$ cat config.mk
export PLATFORM = sky130hd
export DESIGN_NAME = fifo_sync_flat
export DESIGN_NICKNAME = d
export VERILOG_FILES = /design/src/rtl/fifo_sync_pkg.sv /design/src/rtl/fifo_sync_if.sv /design/src/rtl/fifo_sync_ram.sv /design/src/rtl/fifo_sync.sv /design/src/flat_wrapper.sv
export SDC_FILE = /design/constraint.sdc
export NUM_CORES = 1
export LEC_CHECK = 0
export BUFFER_PORTS_ARGS = -buffer_cell sky130_fd_sc_hd__buf_4
export CAP_MARGIN = 5
export CELL_PAD_IN_SITES_DETAIL_PLACEMENT = 0
export CELL_PAD_IN_SITES_GLOBAL_PLACEMENT = 1
export CORE_MARGIN = 2
export CORE_UTILIZATION = 40
export DETAILED_ROUTE_END_ITERATION = 8
export HOLD_SLACK_MARGIN = 0.12
export PLACE_DENSITY_LB_ADDON = 0.1
export SLEW_MARGIN = 25
export SYNTH_ARGS = -nofsm -noshare
export SYNTH_HDL_FRONTEND = slang
export SYNTH_HIERARCHICAL = 1
export SYNTH_SLANG_ARGS = --single-unit
$ cat constraint.sdc
create_clock -name FIFO_CLK -period 5.41 [get_ports FIFO_CLK]
set_input_delay 0.2705 -clock FIFO_CLK [delete_from_list [all_inputs] [get_ports FIFO_CLK]]
set_output_delay 0.2705 -clock FIFO_CLK [all_outputs]
set_load 0.02 [all_outputs]
$ cat src/rtl/fifo_sync_pkg.sv
// Shared constants and helpers for the single-clock FWFT FIFO.
package fifo_sync_pkg;

  localparam int FIFO_ADDR_W_DEF = 4;
  localparam int FIFO_DATA_W_DEF = 8;

  function automatic int fifo_depth(input int addr_w);
    return 1 << addr_w;
  endfunction

endpackage

$ cat src/rtl/fifo_sync_if.sv
// Producer/consumer handshake bundle; master drives requests, slave is the FIFO.
interface fifo_sync_if #(
  parameter int ADDR_WIDTH = 4,
  parameter int DATA_WIDTH = 8
);

  logic                  FIFO_WR_ENA;
  logic [DATA_WIDTH-1:0] FIFO_WR_DATA;
  logic                  FIFO_WR_FULL;
  logic                  FIFO_WR_ALM_FULL;
  logic [ADDR_WIDTH-1:0] FIFO_WR_ALM_COUNT;
  logic                  FIFO_RD_ENA;
  logic [DATA_WIDTH-1:0] FIFO_RD_DATA;
  logic                  FIFO_RD_EMPTY;
  logic                  FIFO_RD_ALM_EMPTY;
  logic [ADDR_WIDTH-1:0] FIFO_RD_ALM_COUNT;

  modport master (
    output FIFO_WR_ENA, FIFO_WR_DATA, FIFO_WR_ALM_COUNT,
    output FIFO_RD_ENA, FIFO_RD_ALM_COUNT,
    input  FIFO_WR_FULL, FIFO_WR_ALM_FULL,
    input  FIFO_RD_DATA, FIFO_RD_EMPTY, FIFO_RD_ALM_EMPTY
  );

  modport slave (
    input  FIFO_WR_ENA, FIFO_WR_DATA, FIFO_WR_ALM_COUNT,
    input  FIFO_RD_ENA, FIFO_RD_ALM_COUNT,
    output FIFO_WR_FULL, FIFO_WR_ALM_FULL,
    output FIFO_RD_DATA, FIFO_RD_EMPTY, FIFO_RD_ALM_EMPTY
  );

endinterface

$ cat src/rtl/fifo_sync_ram.sv
// FIFO storage: synchronous write, asynchronous read, no reset on contents.
module fifo_ram
  import fifo_sync_pkg::*;
#(
  parameter int ADDR_WIDTH = FIFO_ADDR_W_DEF,
  parameter int DATA_WIDTH = FIFO_DATA_W_DEF
) (
  input  logic                  i_clk,
  input  logic                  i_we,
  input  logic [ADDR_WIDTH-1:0] i_waddr,
  input  logic [DATA_WIDTH-1:0] i_wdata,
  input  logic [ADDR_WIDTH-1:0] i_raddr,
  output logic [DATA_WIDTH-1:0] o_rdata
);

  localparam int DEPTH = fifo_depth(ADDR_WIDTH);

  logic [DATA_WIDTH-1:0] r_mem [DEPTH];

  always_ff @(posedge i_clk) begin
    if (i_we) begin
      r_mem[i_waddr] <= i_wdata;
    end
  end

  assign o_rdata = r_mem[i_raddr];

endmodule

$ cat src/rtl/fifo_sync.sv
// Single-clock first-word-fall-through FIFO with full/empty and programmable
// almost-full/almost-empty flags decoded from the registered occupancy count.
module fifo_sync
  import fifo_sync_pkg::*;
#(
  parameter int ADDR_WIDTH = FIFO_ADDR_W_DEF,
  parameter int DATA_WIDTH = FIFO_DATA_W_DEF
) (
  input  logic        FIFO_CLK,
  input  logic        RST,
  fifo_sync_if.slave  bus
);

  localparam int              DEPTH   = fifo_depth(ADDR_WIDTH);
  localparam logic [ADDR_WIDTH:0] DEPTH_C = DEPTH[ADDR_WIDTH:0];

  logic [ADDR_WIDTH-1:0] r_wr_ptr;
  logic [ADDR_WIDTH-1:0] r_rd_ptr;
  logic [ADDR_WIDTH:0]   r_count;

  logic                  w_full;
  logic                  w_empty;
  logic                  w_wr_acc;
  logic                  w_rd_acc;
  logic [ADDR_WIDTH:0]   w_free;
  logic [DATA_WIDTH-1:0] w_ram_rdata;

  assign w_full   = (r_count == DEPTH_C);
  assign w_empty  = (r_count == '0);
  assign w_wr_acc = bus.FIFO_WR_ENA && !w_full;
  assign w_rd_acc = bus.FIFO_RD_ENA && !w_empty;
  assign w_free   = DEPTH_C - r_count;

  always_ff @(posedge FIFO_CLK or posedge RST) begin
    if (RST) begin
      r_wr_ptr <= '0;
      r_rd_ptr <= '0;
      r_count  <= '0;
    end else begin
      if (w_wr_acc) begin
        r_wr_ptr <= r_wr_ptr + 1'b1;
      end
      if (w_rd_acc) begin
        r_rd_ptr <= r_rd_ptr + 1'b1;
      end
      // Simultaneous accepted write and read leave the occupancy unchanged.
      case ({w_wr_acc, w_rd_acc})
        2'b10:   r_count <= r_count + 1'b1;
        2'b01:   r_count <= r_count - 1'b1;
        default: r_count <= r_count;
      endcase
    end
  end

  fifo_ram #(
    .ADDR_WIDTH (ADDR_WIDTH),
    .DATA_WIDTH (DATA_WIDTH)
  ) u_ram (
    .i_clk   (FIFO_CLK),
    .i_we    (w_wr_acc),
    .i_waddr (r_wr_ptr),
    .i_wdata (bus.FIFO_WR_DATA),
    .i_raddr (r_rd_ptr),
    .o_rdata (w_ram_rdata)
  );

  // Flags depend only on the registered count; thresholds act in the same cycle.
  assign bus.FIFO_WR_FULL      = w_full;
  assign bus.FIFO_RD_EMPTY     = w_empty;
  assign bus.FIFO_WR_ALM_FULL  = (w_free <= {1'b0, bus.FIFO_WR_ALM_COUNT});
  assign bus.FIFO_RD_ALM_EMPTY = (r_count <= {1'b0, bus.FIFO_RD_ALM_COUNT});
  assign bus.FIFO_RD_DATA      = w_empty ? '0 : w_ram_rdata;

endmodule

$ cat src/flat_wrapper.sv
// flat-port wrapper written by rule: the top's interface ports become plain ports
module fifo_sync_flat import fifo_sync_pkg::*;
#(
  parameter int ADDR_WIDTH = FIFO_ADDR_W_DEF,
  parameter int DATA_WIDTH = FIFO_DATA_W_DEF
)
  (FIFO_CLK, RST, bus_FIFO_WR_ENA, bus_FIFO_WR_DATA, bus_FIFO_WR_ALM_COUNT, bus_FIFO_RD_ENA, bus_FIFO_RD_ALM_COUNT, bus_FIFO_WR_FULL, bus_FIFO_WR_ALM_FULL, bus_FIFO_RD_DATA, bus_FIFO_RD_EMPTY, bus_FIFO_RD_ALM_EMPTY);
  fifo_sync_if #(.ADDR_WIDTH(ADDR_WIDTH), .DATA_WIDTH(DATA_WIDTH)) bus_i ();
  input  logic FIFO_CLK;
  input  logic RST;
  input wire logic [$bits(bus_i.FIFO_WR_ENA)-1:0] bus_FIFO_WR_ENA;
  input wire logic [$bits(bus_i.FIFO_WR_DATA)-1:0] bus_FIFO_WR_DATA;
  input wire logic [$bits(bus_i.FIFO_WR_ALM_COUNT)-1:0] bus_FIFO_WR_ALM_COUNT;
  input wire logic [$bits(bus_i.FIFO_RD_ENA)-1:0] bus_FIFO_RD_ENA;
  input wire logic [$bits(bus_i.FIFO_RD_ALM_COUNT)-1:0] bus_FIFO_RD_ALM_COUNT;
  output wire logic [$bits(bus_i.FIFO_WR_FULL)-1:0] bus_FIFO_WR_FULL;
  output wire logic [$bits(bus_i.FIFO_WR_ALM_FULL)-1:0] bus_FIFO_WR_ALM_FULL;
  output wire logic [$bits(bus_i.FIFO_RD_DATA)-1:0] bus_FIFO_RD_DATA;
  output wire logic [$bits(bus_i.FIFO_RD_EMPTY)-1:0] bus_FIFO_RD_EMPTY;
  output wire logic [$bits(bus_i.FIFO_RD_ALM_EMPTY)-1:0] bus_FIFO_RD_ALM_EMPTY;
  assign bus_i.FIFO_WR_ENA = bus_FIFO_WR_ENA;
  assign bus_i.FIFO_WR_DATA = bus_FIFO_WR_DATA;
  assign bus_i.FIFO_WR_ALM_COUNT = bus_FIFO_WR_ALM_COUNT;
  assign bus_i.FIFO_RD_ENA = bus_FIFO_RD_ENA;
  assign bus_i.FIFO_RD_ALM_COUNT = bus_FIFO_RD_ALM_COUNT;
  assign bus_FIFO_WR_FULL = bus_i.FIFO_WR_FULL;
  assign bus_FIFO_WR_ALM_FULL = bus_i.FIFO_WR_ALM_FULL;
  assign bus_FIFO_RD_DATA = bus_i.FIFO_RD_DATA;
  assign bus_FIFO_RD_EMPTY = bus_i.FIFO_RD_EMPTY;
  assign bus_FIFO_RD_ALM_EMPTY = bus_i.FIFO_RD_ALM_EMPTY;
  fifo_sync #(.ADDR_WIDTH(ADDR_WIDTH), .DATA_WIDTH(DATA_WIDTH)) u_core (.FIFO_CLK(FIFO_CLK), .RST(RST), .bus(bus_i));
endmodule
==> results of run 1 <==
## critical path: stages, from the launching register on
cell and delay [ps]:
dfrtp_1 440, inv_1 120, ha_1 240, nor3b_1 160
ha_1 210, nor2b_1 480, inv_1 100, ha_1 350
fa_1 480, a21oi_1 220, mux2_4 320, o211ai_2 150
## path summary, 6_finish.rpt
| kind | endpoint | depth (start not counted) |
|---|---|---|
| max reg2reg | u_core/r_count[4]$_DFFE_PP0P_ | 11 |
| min reg2reg | u_core/r_wr_ptr[3]$_DFFE_PP0P_ | 1 |
| max | u_core/r_count[4]$_DFFE_PP0P_ | 11 |
| max in group asynchronous | u_core/r_rd_ptr[0]$_DFFE_PP0P_ | 3 |
| min | u_core/u_ram/r_mem[5][5]$_DFFE_PP_ | 1 |
| min in group asynchronous | u_core/r_rd_ptr[3]$_DFFE_PP0P_ | 3 |
## area by class of cell
| class | count | area [um2] | area share |
|---|---|---|---|
| Inverter | 17 | 63.8 | 0.00899 |
| Timing Repair Buffer | 37 | 280 | 0.0395 |
| Clock inverter | 12 | 195 | 0.0275 |
| Multi-Input combinational cell | 159 | 1730 | 0.243 |
| Clock buffer | 19 | 433 | 0.0610 |
| Sequential cell | 141 | 4170 | 0.587 |
| Tap cell | 184 | 230 | 0.0324 |
## logic make-up (layout without fill, tap and decap cells)
family,after synthesis,count (layout)
and+or+nand+nor,64,64
DFF,141,141
adders and majority gates,18,18
xor gates and xnor gates,10,10
buffers and inverters,30,85
AOI/OAI and AO/OA,31,31
muxes,36,36
## stage by stage
step / cells / util / hold slack [ps] / area, um2
after floorplan: 330 / - / 147 / 6060
after global placement: 537 / 0.441 / 368 / 6450
after detailed placement: 537 / 0.441 / 377 / 6450
after CTS: 569 / 0.484 / 161 / 7090
after global routing: 569 / 0.485 / 169 / 7100
final: 569 / 0.485 / 174 / 7100
## power breakdown
group / internal [W] / leakage (nW) / total [W] / switching, W
logic: 0.000617 / 0.925 / 0.00132 / 0.000700
registers: 0.00135 / 1.31 / 0.00149 / 0.000145
clock network: 0.000812 / 0.298 / 0.00123 / 0.000421
## placed cells by master (no fill, tap or decap), drive strengths merged, types with 3 or more instances in the layout
cell    synthesis  final
edfxtp        128    128
buf            10     36
mux4           32     32
clkbuf          0     19
inv            17     17
a22oi          17     17
ha             17     17
nor2           16     16
dfrtp          13     13
nand2          12     12
xnor2           8      8
nor2b           7      7
bufinv          0      5
and2b           5      5
nor3            5      5
clkinv          0      5
nand4           4      4
a21oi           4      4
mux2            4      4
nor3b           4      4
nand3           3      3
nand3b          3      3
## flip-flops by register name (all words and copies together), names as in the netlist
name / count
u_core/r_count: 5
u_core/r_rd_ptr: 4
u_core/r_wr_ptr: 4
u_core/u_ram/r_mem: 128
## layer usage
layer / vias up / share of wire
met2: 71 / 0.50
met4: 0 / 0.012
li1: 1414 / -
met5: - / 0
met1: 1608 / 0.44
met3: 11 / 0.045
==> results.md, run 1 <==
* # hold bufs at CTS at 1
* Fin worst setup slack at 2060 ps
* Clock latency on the worst-skew pair at 410 ps
* Clock Tree Buf Depth at 2
* Final setup violation count at 0
* Adder-cell area share of the yosys netlist at 0.0384
* First-pass GRT wire length at 18800 um
* Wire length per cell at 21.2 um
* Root Buffer: clkbuf_16
* PD cells at 569 mW/mm2
* IR drop worst, VDD at 0.246 mV
* Async set or reset register ratio after synthesis at 0.0922
* # resized after CTS at 0
* Leakage at 2.53 nW
* Htree depth at 4
* Post-DRT Antenna Nets at 0
* Placer Congestion at 0.775
* PortBufs at 31
* Die area at 0.0162 mm2
* Post-synthesis mux area share at 0.136
* ANT cells at 0
* Final period util at 0.619
* Worst setup path class: flip-flop to flip-flop
* Most Crowded Layer GR: met2
* Vias in the first global route at 3121
* M3 GR Usage at 0.0369
* Yosys top cell area share at 0.634
* Worst slew margin at 0.314
* CTS tree: built
* Met2 usage at 0.260
* Crit path capture type: flip-flop
* Hold Startpoint: bus_FIFO_WR_DATA[5]
* Synth top cells by count: 128 x edfxtp_1, 18 x mux4_2, 17 x a22oi_1, 17 x ha_1, 17 x inv_1
* Required time worst endpoint at 5740 ps
* Synthesized area per cell at 18.4 um2
* Pre-CTS setup slack at 1840 ps
* Launch point of the worst path: u_core/r_count[0]$_DFFE_PP0P_
* Post-synth EDFFs at 128
* Cells after Synth at 330
* Max-cap violations at 0
* Top-count cell post-synth: edfxtp_1
* Layout cell share with drive strength beyond 1 at 0.236
* Synth Warn # at 6
* DRC errors left at 0
* FMAX at 298 MHz
* Main synth FF type: edfxtp_1
* Post-synthesis simple-gate area fraction at 0.0570
* Unrepaired setup endpoints after global routing: no
* Post-CTS Setup Bufs at 0
* GRT met1 Usage at 0.216
* CP startpoint kind: flip-flop
* Drt initial violations at 195
* Largest family of logic cells by synthesized area: multiplexers
* Via density at 5.46
* Layout area overhead at 17.2%
* CTS Sinks at 141
* Yosys cell types at 39
* Num rows at 44
* Hold Vio Cnt, Final at 0
* Tmin final at 3350 ps
* Area of the core at 0.0146 mm2
* Top post-synthesis cells by area: edfxtp_1 63%, mux4_2 6.7%, mux4_1 6.1%
* Mapped Area at 0.00606 mm2
* Compound-cell area share of the yosys netlist at 0.0384
* GRT Util Overall at 0.162
* Drt first pass iters at 4
* Via count at 3104
* Die Wd at 127 um
* Worst-margin pin slew at 1030 ps
* Register area share after synthesis at 0.688
* Clock transition at path regs at 60 ps
* Crit path max fanout at 10
* Worst R2R Setup Slack at 2060 ps
* DRT Wirelength at 12100 um
* Die Y at 127 um
* R2R Path Start: u_core/r_count[0]$_DFFE_PP0P_
* Syn Nets at 368
* Largest net degree at the start of global routing at 36
* CP Data Arrival Time at 3680 ps
* Detailed Place HPWL at 7690 um
* Synthesized flop and latch total at 141
* Slew Limit Fails at 0
* Setup TNS at 0 ps
* Cell taking the most area after synthesis: edfxtp_1
* Power consumption at 0.00404 W
* Worst Hold Class: primary input to flip-flop
* Grt ovf at 0
* Num CTS Buffers at 17
* IO Count at 32
* Initial antenna violation count at 0
* Initial core utilization at 0.414
* Status: complete, no violations
* Post-Synth XOR/XNOR Area at 0.0145
* Clk_skew at 8.17 ps
* Fill cell count at 1243
* Nets at 411
Note: power is estimated with default switching activity, not from simulation.
==> inputs of run 2 (changes only) <==
- ABC_AREA: default -> 1
- clock period: 5.41 -> 2.7 ns (I/O delays scaled with it)
==> run 2 against run 1 <==
  * Sequential share of layout area fell by 6.1 points
  * Sequential power rose by 93%
  * Largest cell class unchanged
  * Flip-flop and latch count did not move
  * First-iteration DRC count rose by 39%
  * Fmax rose by 35%
  * Combinational power rose to 2.6 times the previous value
==> results.md, run 2 <==
* Status: complete, no violations
* IR drop worst, VDD at 0.841 mV
* Htree depth at 4
* Final period util at 0.919
* Clock transition at path regs at 60 ps
* Comb pwr share at 0.402
* Syn Nets at 724
* Fill cell count at 1592
* Clock latency on the worst-skew pair at 420 ps
* Worst slew margin at 0.544
* Yosys cell types at 24
* Clock Tree Buf Depth at 2
* ANT cells at 0
* Detailed Place HPWL at 9930 um
* Synth top cells by count: 205 x nand2_1, 130 x inv_1, 128 x edfxtp_1
* Commonest non-fill, non-tap cell in the layout: nand2_1
* Final setup violation count at 0
* Register area share after synthesis at 0.623
* Biggest regs: u_core/u_ram/r_mem (128), u_core/r_count (5)
* IO Count at 32
* Synthesized area per cell at 9.76 um2
* Worst-margin pin slew at 684 ps
* Cells after Synth at 686
* PD cells at 1090 mW/mm2
* Largest register FFs at 128
* CTS Sinks at 141
* Initial core utilization at 0.407
* DRT Wirelength at 15300 um
* Via count at 4585
* Layout cell share with drive strength beyond 1 at 0.124
* Required time worst endpoint at 3010 ps
* Root Buffer: clkbuf_16
* Largest net degree at the start of global routing at 68
* Crit path max fanout at 6
* Synthesized flop and latch total at 141
* DRC errors left at 0
* Pint at 0.00533 W
* Layout Cells excl Fill at 978
* Drt initial violations at 272
* Die Y at 133 um
* Leakage at 3.61 nW
* FMAX at 403 MHz
* Initial antenna violation count at 0
* First-pass GRT wire length at 24300 um
* Die Wd at 133 um
* CP startpoint kind: flip-flop
* Nets at 783
* Area of the core at 0.0165 mm2
* Unrepaired setup endpoints after global routing: no
* Cell taking the most area after synthesis: edfxtp_1
* Vias in the first global route at 4579
* Pre-CTS setup slack at 73.9 ps
* Async set or reset register ratio after synthesis at 0.0922
* Placer Congestion at 0.808
* Clk_skew at 5.83 ps
* Top post-synthesis cells by area: edfxtp_1 57%, nand2_1 11%, nand3_1 8.0%
* Top reg by flops: u_core/u_ram/r_mem
* Num rows at 47
* Layout area overhead at 18.4%
* Wire length per cell at 15.7 um
* Setup TNS at 0 ps
* Tmin final at 2480 ps
* Fin worst setup slack at 220 ps
* Placed cell count at 937
* Mapped Area at 0.00669 mm2
* Post-synth EDFFs at 128
* Top-count cell post-synth: nand2_1
* Synth Warn # at 6
* Num CTS Buffers at 17
* Most frequent cells in the layout: 205 x nand2_1, 130 x inv_1, 128 x edfxtp_1
* Crit path capture type: flip-flop
* Multi-input logic area at 0.00186 mm2
* Max-cap violations at 0
* Sequential Power Share at 0.333
* Drt first pass iters at 4
* Die area at 0.0178 mm2
* PortBufs at 31
* Via density at 4.69
* Main synth FF type: edfxtp_1
* Worst Hold Class: primary input to flip-flop
* CP Data Arrival Time at 2790 ps
* Sw frac at 0.382
* Worst setup path class: flip-flop to flip-flop
* GRT Util Overall at 0.185
* Yosys top cell area share at 0.574
* Storage element area at 0.00417 mm2
* Post-DRT Antenna Nets at 0
* Hold Vio Cnt, Final at 0
* Clk pwr share at 0.265
* Switching Power at 0.00330 W
* Grt ovf at 0
* Slew Limit Fails at 0
* CTS tree: built
run 2: cell type report:
type / count / area share
flip-flops and latches: 141 / 0.526
clock buffers: 18 / 0.0542
inverters: 133 / 0.0630
clock inverters: 14 / 0.0190
repair buffers: 65 / 0.0676
well taps: 220 / 0.0347
multi-input cells: 387 / 0.235
run 2: cells by family (layout without fill, tap and decap cells):
logic type | count (synthesis) | in the layout | synth area share
flip-flops | 141 | 141 | 0.623
adder cells (fa/ha/maj) | 18 | 18 | 0.0348
XOR/XNOR | 9 | 9 | 0.0118
AND/OR/NAND/NOR | 356 | 356 | 0.226
AO/OA/AOI/OAI | 4 | 4 | 0.00318
buffers and inverters | 158 | 230 | 0.101
run 2: metal layers:
| layer | vias to the layer above | GRT usage | share of wire | wire length [um] |
|---|---|---|---|---|
| li1 | 2303 | - | - | - |
| met3 | 22 | 0.0392 | 0.038 | 580 |
| met5 | - | 0 | 0 | 0 |
| met4 | 0 | 0.0762 | 0.018 | 272 |
| met2 | 92 | 0.306 | 0.49 | 7480 |
| met1 | 2168 | 0.237 | 0.46 | 7020 |
run 2: power by group through the flow:
stage / Sequential, W / Clock [W] / Combinational (W)
after CTS: 0.00288 / 0.00233 / 0.00352
final: 0.00288 / 0.00229 / 0.00347
after floorplan: 0.00286 / 0 / 0.00241
after global routing: 0.00291 / 0.00242 / 0.00388
after global placement: 0.00291 / 0 / 0.00347
after detailed placement: 0.00292 / 0 / 0.00349
run 2: worst max-delay path: stages (launching register included):
cell	delay (ps)
dfrtp_1	440
inv_1	120
ha_1	190
nand2_1	60
nor2_1	160
ha_1	300
nor2_8	80
ha_4	190
ha_1	310
or2_2	310
nand2_1	70
nand2_1	50
nand3_1	60
nand2_1	50
run 2: through the flow:
| step | total power [W] | util | area [um2] | hold WS (ps) |
|---|---|---|---|---|
| finish | 0.00863 | 0.481 | 7920 | 163 |
| CTS | 0.00872 | 0.480 | 7910 | 138 |
| global placement | 0.00637 | 0.440 | 7240 | 223 |
| global route | 0.00921 | 0.481 | 7920 | 179 |
| detailed placement | 0.00641 | 0.440 | 7240 | 226 |
| floorplan | 0.00527 | - | 6690 | 12.0 |
run 2: path summary, 6_finish.rpt:
kind,from,to,slack [ps],cells after the start
max,u_core/r_count[1]$_DFFE_PP0P_,u_core/r_count[3]$_DFFE_PP0P_,220,13
min,bus_FIFO_RD_ENA,u_core/r_rd_ptr[0]$_DFFE_PP0P_,160,4
max reg2reg,u_core/r_count[1]$_DFFE_PP0P_,u_core/r_count[3]$_DFFE_PP0P_,220,13
min reg2reg,u_core/r_wr_ptr[3]$_DFFE_PP0P_,u_core/r_wr_ptr[3]$_DFFE_PP0P_,540,1
max in group asynchronous,RST,u_core/r_rd_ptr[0]$_DFFE_PP0P_,2020,3
min in group asynchronous,RST,u_core/r_wr_ptr[1]$_DFFE_PP0P_,310,3
run 2: timing repair:
action	CTS	global route
hold endpoints to repair	141	0
resized for setup	0	3
endpoints found under the setup margin	0	2
hold buffers	9	0
buffers inserted	0	0
==> inputs of run 3 (changes only) <==
- PLACE_DENSITY: default -> 0.7
- PLACE_DENSITY_LB_ADDON: 0.1 -> default
==> run 3 against run 2 <==
  * Power increased by 2.6%
  * Critical path depth unchanged
  * Register-to-register slack got worse by 30 ps
  * Wire length decreased by 2.8%
  * Utilization increased by 0.32 points
  * Sequential power about the same
  * Worst setup slack got worse by 26 ps
  * Critical path type unchanged
  * Via count decreased by 1.1%
==> results.md, run 3 (same netlist as run 2, synthesis figures left out) <==
* Worst setup path class: flip-flop to flip-flop
* CTS Sinks at 141
* Via count at 4535
* Num rows at 47
* Hold Vio Cnt, Final at 0
* Worst Hold Class: primary input to async pin
* Root Buffer: clkbuf_16
* Placer Congestion at 0.788
* Largest net degree at the start of global routing at 68
* Slowest stage delay, CP at 440 ps
* Final period util at 0.928
* Clock latency on the worst-skew pair at 420 ps
* Worst slew margin at 0.485
* Pre-CTS setup slack at 149 ps
* Critical-path top delay cell: dfrtp_1
* Initial antenna violation count at 0
* CP Data Arrival Time at 2820 ps
* First-pass GRT wire length at 23800 um
* Biggest regs: u_core/u_ram/r_mem (128), u_core/r_count (5)
* DRC errors left at 0
* PD cells at 1110 mW/mm2
* Die Wd at 133 um
* Setup TNS at 0 ps
* IR drop worst, VDD at 0.565 mV
* Htree depth at 4
* Num CTS Buffers at 17
* CP top delay family: adder cells
* Required time worst endpoint at 3010 ps
* Die area at 0.0178 mm2
* Final setup violation count at 0
* Clk_skew at 5.89 ps
* Max-cap violations at 0
* Drt initial violations at 298
* CP startpoint kind: flip-flop
* Nets at 783
* Layout Cells excl Fill at 978
* Drt first pass iters at 4
* Area of the core at 0.0165 mm2
* Leakage at 3.63 nW
* FMAX at 399 MHz
* Top reg by flops: u_core/u_ram/r_mem
* Worst-margin pin slew at 772 ps
* Via density at 4.64
* Crit path capture type: flip-flop
* DRT Wirelength at 14900 um
* IO Count at 32
* Unrepaired setup endpoints after global routing: no
* CTS tree: built
* Slew Limit Fails at 0
* Clock transition at path regs at 60 ps
* Fin worst setup slack at 193 ps
* Status: complete, no violations
* Placed cell count at 935
* Grt ovf at 0
* Commonest non-fill, non-tap cell in the layout: nand2_1
* Post-DRT Antenna Nets at 0
* Worst path bufs/invs at 1
* Initial core utilization at 0.407
* Vias in the first global route at 4405
* Fill cell count at 1559
* Tmin final at 2510 ps
* Ordered list of cells on the worst path: inv_1 > ha_1 > nand2_1 > nor2_1 > ha_1 > nor2_8 > ha_2 > ha_1 > or2_2 > nand2_1 > nand2_1 > nand3_1 > nand2_1
* PortBufs at 31
* GRT Util Overall at 0.179
* Layout area overhead at 19.1%
* Detailed Place HPWL at 9400 um
* Wire length per cell at 15.2 um
* Clock Tree Buf Depth at 2
* Die Y at 133 um
* Layout cell share with drive strength beyond 1 at 0.123
* Largest register FFs at 128
* Crit path max fanout at 6
* Most frequent cells in the layout: 205 x nand2_1, 130 x inv_1, 128 x edfxtp_1
* Most frequent CP cell: nand2_1
* ANT cells at 0
run 3: cell types whose count changed in the layout (fill, tap and decap cells not counted), sizes merged:
cell	before	now
inv	134	133
clkinvlp	1	2
dlygate4sd3	9	11
bufinv	3	6
buf	56	54
clkinv	9	6
run 3: layout make-up:
class | instances | area [um2] | share of cell area
sequential | 141 | 4170 | 0.523
multi-input combinational | 387 | 1850 | 0.232
timing repair buffer | 65 | 528 | 0.0662
inverter | 133 | 499 | 0.0626
clock buffer | 18 | 429 | 0.0538
tap | 220 | 275 | 0.0345
clock inverter | 14 | 223 | 0.0279
run 3: metal layers:
metal / vias up / share of wire / track usage
met5: - / 0 / 0
met4: 0 / 0.013 / 0.0727
met3: 15 / 0.040 / 0.0301
met2: 108 / 0.48 / 0.289
met1: 2110 / 0.47 / 0.241
li1: 2302 / - / -
run 3: tightest hold or removal path: stages:
cell           delay [ps]
dlygate4sd3_1         540
buf_4                 130
inv_1                 390
run 3: what timing repair did:
item | 4_1_cts | 5_1_grt
hold buffers | 11 | 0
hold endpoints to repair | 143 | 0
setup buffers | 0 | 0
setup endpoints to repair | 0 | 2
gates resized for setup | 0 | 1
run 3: power breakdown:
group | switching (W) | leakage, nW | internal, W
clock network | 0.000862 | 0.315 | 0.00172
logic | 0.00223 | 2.01 | 0.00117
registers | 0.000190 | 1.31 | 0.00268
total | 0.00328 | 3.63 | 0.00557
run 3: worst paths after layout:
| kind | depth (start not counted) | start | to | slack (ps) |
|---|---|---|---|---|
| min | 3 | RST | u_core/r_count[3]$_DFFE_PP0P_ | 320 |
| min in group FIFO_CLK | 1 | u_core/r_wr_ptr[3]$_DFFE_PP0P_ | u_core/r_wr_ptr[3]$_DFFE_PP0P_ | 540 |
| max in group asynchronous | 3 | RST | u_core/r_rd_ptr[0]$_DFFE_PP0P_ | 2000 |
| min reg2reg | 1 | u_core/r_wr_ptr[3]$_DFFE_PP0P_ | u_core/r_wr_ptr[3]$_DFFE_PP0P_ | 540 |
| max reg2reg | 13 | u_core/r_count[1]$_DFFE_PP0P_ | u_core/r_count[3]$_DFFE_PP0P_ | 190 |
| max | 13 | u_core/r_count[1]$_DFFE_PP0P_ | u_core/r_count[3]$_DFFE_PP0P_ | 190 |
run 3: metrics by stage:
step / hold slack [ps] / cell area, um2 / utilization / total power, W
2_1_floorplan: 12.0 / 6690 / - / 0.00527
3_3_place_gp: 210 / 7210 / 0.438 / 0.00629
3_5_place_dp: 217 / 7210 / 0.438 / 0.00633
4_1_cts: 323 / 7970 / 0.484 / 0.00894
5_1_grt: 367 / 7980 / 0.484 / 0.00945
6_report: 318 / 7980 / 0.484 / 0.00886
